### config.mk
export PLATFORM = sky130hd
export DESIGN_NAME = a_wport_arb
export DESIGN_NICKNAME = d
export VERILOG_FILES = /design/src/rtl/a_wport_arb_pkg.sv /design/src/rtl/a_wport_fifo.sv /design/src/rtl/a_wport_arb.sv
export SDC_FILE = /design/constraint.sdc
export NUM_CORES = 1
export LEC_CHECK = 0
export CORE_MARGIN = 3
export CORE_UTILIZATION = 70
export CTS_BUF_LIST = sky130_fd_sc_hd__clkbuf_4
export DETAILED_ROUTE_END_ITERATION = 16
export DONT_BUFFER_PORTS = 1
export PLACE_DENSITY = 0.86
export RECOVER_POWER = 25
export SYNTH_ARGS = -nofsm -noshare
export SYNTH_HDL_FRONTEND = slang
export SYNTH_SLANG_ARGS = --single-unit
### constraint.sdc
create_clock -name clk -period 8.1 [get_ports clk]
set_input_delay 1.62 -clock clk [delete_from_list [all_inputs] [get_ports clk]]
set_output_delay 1.62 -clock clk [all_outputs]
set_load 0.02 [all_outputs]
### src/rtl/a_wport_arb_pkg.sv
// Shared definitions for the A-register write-port arbiter.
package a_wport_arb_pkg;

  localparam int AIDX_W = 3;  // A-register index width
  localparam int A_NREG = 8;  // number of A registers

  // Source of an A-file write as seen on o_a_src.
  typedef enum logic {
    A_SRC_FU  = 1'b0,
    A_SRC_MEM = 1'b1
  } a_src_e;

endpackage

### src/rtl/a_wport_fifo.sv
// Synchronous FIFO with push/pop, empty/full.
// Pointers wrap modulo DEPTH (a power of two).
// A push while full is dropped unless a pop happens in the same cycle.
module a_wport_fifo #(
  parameter int W     = 8,
  parameter int DEPTH = 4
) (
  input  logic         clk,
  input  logic         rst,
  input  logic         push,
  input  logic [W-1:0] din,
  input  logic         pop,
  output logic [W-1:0] dout,
  output logic         empty,
  output logic         full
);

  localparam int PW = $clog2(DEPTH);
  localparam int CW = PW + 1;

  logic [W-1:0]  mem [DEPTH];
  logic [PW-1:0] wp, rp;
  logic [CW-1:0] cnt;
  logic          do_push, do_pop;

  // Qualify requests against occupancy.
  always_comb begin
    empty   = (cnt == '0);
    full    = (cnt == CW'(DEPTH));
    do_pop  = pop && !empty;
    do_push = push && (!full || do_pop);
    dout    = mem[rp];
  end

  // Pointer, occupancy and storage update.
  always_ff @(posedge clk) begin
    if (rst) begin
      wp  <= '0;
      rp  <= '0;
      cnt <= '0;
    end else begin
      if (do_push) begin
        mem[wp] <= din;
        wp      <= wp + PW'(1);
      end
      if (do_pop) rp <= rp + PW'(1);
      cnt <= cnt + CW'(do_push) - CW'(do_pop);
    end
  end

endmodule

### src/rtl/a_wport_arb.sv
// A-register file write-port arbiter: merges fixed-latency FU results with
// in-order memory load returns. It also keeps the load reservation mask.
// Optional macro A_WPORT_BYPASS_EN: a return arriving with the FIFO empty
// and no FU write is written next cycle without being queued.
module a_wport_arb
  import a_wport_arb_pkg::*;
#(
  parameter int DEPTH = 4,
  parameter int AW    = 24
) (
  input  logic              clk,
  input  logic              rst,
  input  logic              i_fu_we,
  input  logic [AIDX_W-1:0] i_fu_dest,
  input  logic [AW-1:0]     i_fu_data,
  input  logic              i_ld_issue,
  input  logic [AIDX_W-1:0] i_ld_dest,
  input  logic              i_mem_vld,
  input  logic [AW-1:0]     i_mem_data,
  output logic              o_a_we,
  output logic [AIDX_W-1:0] o_a_dest,
  output logic [AW-1:0]     o_a_data,
  output logic              o_a_src,
  output logic [A_NREG-1:0] o_ld_res_mask,
  output logic              o_ld_ok,
  output logic              o_err
);

  localparam int CW = $clog2(DEPTH) + 1;

  logic [CW-1:0]     out_cnt;    // issued, not yet written to the file
  logic [CW-1:0]     await_cnt;  // issued, data not yet returned
  logic [A_NREG-1:0] mask_nxt;
  logic [AIDX_W-1:0] dq_head;
  logic [AW-1:0]     df_head;
  logic              dq_empty, dq_full, df_empty, df_full;
  logic              issue_ok, issue_bad, stray, mem_acc, bypass;
  logic              df_push, df_pop, mem_wr, overflow;

  // Issue qualification, return acceptance and port arbitration.
  always_comb begin
    o_ld_ok   = (out_cnt < CW'(DEPTH)) && !o_ld_res_mask[i_ld_dest] && !dq_full;
    issue_ok  = i_ld_issue && o_ld_ok;
    issue_bad = i_ld_issue && !o_ld_ok;
    stray     = i_mem_vld && (await_cnt == '0);
    mem_acc   = i_mem_vld && !stray;
`ifdef A_WPORT_BYPASS_EN
    bypass    = mem_acc && df_empty && !i_fu_we;
`else
    bypass    = 1'b0;
`endif
    df_push   = mem_acc && !bypass;
    df_pop    = !i_fu_we && !df_empty;
    mem_wr    = !i_fu_we && (!df_empty || bypass);
    overflow  = df_push && df_full && !df_pop;
    // The retiring head is reserved and an issue needs an unreserved dest,
    // so the clear and set always hit different bits.
    mask_nxt  = o_ld_res_mask;
    if (mem_wr)   mask_nxt[dq_head]   = 1'b0;
    if (issue_ok) mask_nxt[i_ld_dest] = 1'b1;
  end

  // Registered write port, reservation state and sticky error.
  always_ff @(posedge clk) begin
    if (rst) begin
      o_a_we        <= 1'b0;
      o_a_dest      <= '0;
      o_a_data      <= '0;
      o_a_src       <= A_SRC_FU;
      o_ld_res_mask <= '0;
      o_err         <= 1'b0;
      out_cnt       <= '0;
      await_cnt     <= '0;
    end else begin
      o_a_we <= i_fu_we || mem_wr;
      if (i_fu_we) begin
        o_a_dest <= i_fu_dest;
        o_a_data <= i_fu_data;
        o_a_src  <= A_SRC_FU;
      end else if (mem_wr) begin
        o_a_dest <= dq_head;
        o_a_data <= bypass ? i_mem_data : df_head;
        o_a_src  <= A_SRC_MEM;
      end
      o_ld_res_mask <= mask_nxt;
      out_cnt       <= out_cnt + CW'(issue_ok) - CW'(mem_wr);
      await_cnt     <= await_cnt + CW'(issue_ok) - CW'(mem_acc);
      if (issue_bad || stray || overflow) o_err <= 1'b1;
    end
  end

  a_wport_fifo #(.W(AIDX_W), .DEPTH(DEPTH)) u_dest_q (
    .clk   (clk),
    .rst   (rst),
    .push  (issue_ok),
    .din   (i_ld_dest),
    .pop   (mem_wr),
    .dout  (dq_head),
    .empty (dq_empty),
    .full  (dq_full)
  );

  a_wport_fifo #(.W(AW), .DEPTH(DEPTH)) u_data_q (
    .clk   (clk),
    .rst   (rst),
    .push  (df_push),
    .din   (i_mem_data),
    .pop   (df_pop),
    .dout  (df_head),
    .empty (df_empty),
    .full  (df_full)
  );

  // Dest queue is never empty when a write is selected; kept for visibility.
  logic dq_empty_unused;
  assign dq_empty_unused = dq_empty;

endmodule

==> impl_results.md <==
* Vias in the first global route at ~4200
* CP delay by family, top: compound AO/OA/AOI/OAI gates
* Final ANT Viol Nets at 0
* VDD IR-drop max at 0.2235 mV
* Setup TNS at 0 ns
* RSZ-0062 raised after global routing: false
* Final Util at 0.7721
* Synth Flop Type: edfxtp_1
* Core area at approximately 9400 µm²
* Synth unique cells at 40
* Post-synthesis net count at 566
* Ys async rst share at 0
* Sequential area share after synthesis at 0.6520
* Drt total wl at 13170 µm
* Maximum capacitance violations at 0
* Vias at 4001
* Rel. slew slack at 0.2130
* H-tree depth at 4
* Final Hold Fails at 0
* Yosys top cell by area: edfxtp_1
* Wire per inst at 21.00 µm
* Clk_lat worst skew at 0.55 ns
* Via-to-Cell Ratio at 6.381
* Drt drc at 0
* Clk_skew at 0.01843 ns
* Worst-path clk slew at ~0.12 ns
* Top post-synthesis cells by area: edfxtp_1 (47%), dfxtp_1 (18%), mux4_2 (8.8%), a221oi_1 (3.1%), ha_1 (2.9%)
* Min cycle time layout at 4.308 ns
* Starting Density at 0.7305
* Finish-stage setup viols at 0
* WHS Endpoint: u_dest_q.wp[1]
* Post-DP HPWL at 8498 µm
* Largest net degree at the start of global routing at 59
* WP buf/inv at 0
* Fmax at roughly 230 MHz
* Cts hold-fix bufs at 0
* Worst Path Required at between 6 and 7 ns
* Max stage delay on crit path at 0.38 ns
* Synthesized area at 6878 µm²
* IO Port Bufs at 0
* Clk sinks at 170
* Postcts setup bufs at 0
* I/O pins at roughly 100
* WS Path Type: primary input to primary output
* Worst Max-Slew Pin Slew at 1.181 ns
* Drt pass-1 iters at 4
* Num CTS Buffers at 17
* TritonCTS clock tree: yes
* CP startpoint kind: primary input
* Synth cell count leaders: edfxtp_1 (108), dfxtp_1 (62), inv_1 (49)
* Initial antenna violation count at 0
* GP Congestion at 0.9049
* Die H at 105.1 µm
* Tcrit/Tclk final at 0.5318
* Root Buffer: clkbuf_4
* Total gr overflow at 0
* Global routing usage on met3 at 0.09512
* Worst Reg-to-Reg Cells at 12
* Yosys top cell area share at 0.4715
* Met1 GRT Util at 0.3016
* Global Route Usage Sum at 0.2550
* Die Width at 105.1 µm
* Flop-to-flop setup slack at ~5.1 ns
* Layout cells sized above 1 at 0.1546
* WP data arrival at 2.69 ns
* Post_cts resized at 0
* Area delta synth->final at 5.694%
* Die area at 11050 µm²
* Finished Layout Cells at around 630
* GRT Max-Usage Layer: met2
* RR Startpoint: o_ld_res_mask[0]
* Leakage at 2.604 nW
* Slew Viols, Final at 0
* Number of synthesized flops with an enable pin at between 100 and 150
* Syn_area_per_cell at 14.12 µm²
* Hold Path Class: register to register
* Synth Warn # at 0
* M2 GR Usage at 0.4248
* Status: finished, final reports clean
* Antenna Cells at 0
* Gate Count Post-Synth at 487
* Fin Hold WS at 0.5197 ns
* #FFs+latches synth at 170
* CTS max path bufs at 2
* Hold Path Stages at 2
* HP Start: u_dest_q.wp[1]
* CP max-delay cell: nor2_1
* # rows at 35
* Placed cells at 595
* Iter 0 DRT Violations at 292
* Power per cell area at 300.9 nW/µm²
* First-pass GRT wire length at between 20000 and 25000 µm
* Nets at between 500 and 600
* Crit Path Max Fanout at 9
* Critical path capture point type: primary output
* Count leader, synth: edfxtp_1
* Critical Path, Cell by Cell: mux2_4 > a221oi_2 > o21ai_2 > nor2_1
* Reg-to-reg endpoint: out_cnt[2]
-- worst max path at each step --
stage                  from      end  slack, ns  cells past startpoint
6_report       i_ld_dest[0]  o_ld_ok       3.79                      4
5_1_grt        i_ld_dest[0]  o_ld_ok       3.74                      4
4_1_cts        i_ld_dest[0]  o_ld_ok       3.80                      4
3_5_place_dp   i_ld_dest[0]  o_ld_ok       3.80                      4
3_3_place_gp   i_ld_dest[0]  o_ld_ok       3.80                      4
2_1_floorplan  i_ld_dest[0]  o_ld_ok       3.86                      4
-- worst min-delay path, cell delays in order, from the launching register on --
cell and delay [ns]:
dfxtp_1 0.36, nand2_1 0.07, mux2i_1 0.06
-- per-stage QoR --
stage	area, µm²	setup slack (ns)	power (W)
4_1_cts	7269	3.798	0.002205
3_3_place_gp	6977	3.803	0.001680
3_5_place_dp	6977	3.800	0.001718
5_1_grt	7269	3.742	0.002308
2_1_floorplan	6878	3.855	0.001580
6_report	7269	3.792	0.002187
-- power breakdown --
group | switching, W | internal (W) | total, W | leakage [nW]
clock network | 0.000289 | 0.000199 | 0.000488 | 0.153
registers | 0.000132 | 0.00103 | 0.00116 | 1.49
logic | 0.000300 | 0.000243 | 0.000543 | 0.963
total | 0.000720 | 0.00147 | 0.00219 | 2.60
-- area by class of cell --
type / count / area (µm²)
sequential: 170 / 4486
fill: 552 / 2146
multi-input combinational: 241 / 2101
inverter: 49 / 183.9
tap: 129 / 161.4
clock buffer: 20 / 150.1
clock inverter: 12 / 142.6
timing repair buffer: 6 / 45.04
-- layout by cell type (no fill, tap or decap), types with 6 or more instances in the layout --
cell	instances
edfxtp_1	108
and2_1	6
nand2_1	39
nor2b_1	7
xnor2_1	9
clkbuf_4	20
inv_1	49
nor2_1	28
a21oi_1	29
mux4_2	27
a221oi_1	24
ha_1	16
o21ai_0	6
dfxtp_1	61
buf_4	6
-- layer usage --
metal  share of wire  routed length (µm)
met1            0.38                5035
met2            0.52                6836
met4           0.019                 248
met5               0                   0
met3           0.079                1044
-- cell families (layout without fill, tap and decap cells) --
kind of cell	after synthesis	count (layout)	synth area share
mux	32	32	0.09714
compound gates	76	76	0.07932
buf+inv	76	87	0.04348
xor+xnor	13	13	0.01655
simple gates	100	100	0.07077
fa+ha+maj	20	20	0.04075
flops	170	170	0.6520
-- state kept, by name, indices dropped and copies added, names as in the netlist, named ones only --
register / count
u_data_q.cnt: 3
o_ld_res_mask: 8
await_cnt: 3
u_data_q.mem: 96
u_dest_q.cnt: 3
o_a_dest: 3
u_data_q.wp: 2
u_data_q.rp: 2
o_a_we: 1
o_err: 1
u_dest_q.mem: 12
u_dest_q.rp: 2
out_cnt: 3
u_dest_q.wp: 2
o_a_data: 24
o_a_src: 1
No activity file was read; power rests on OpenSTA's default activity.
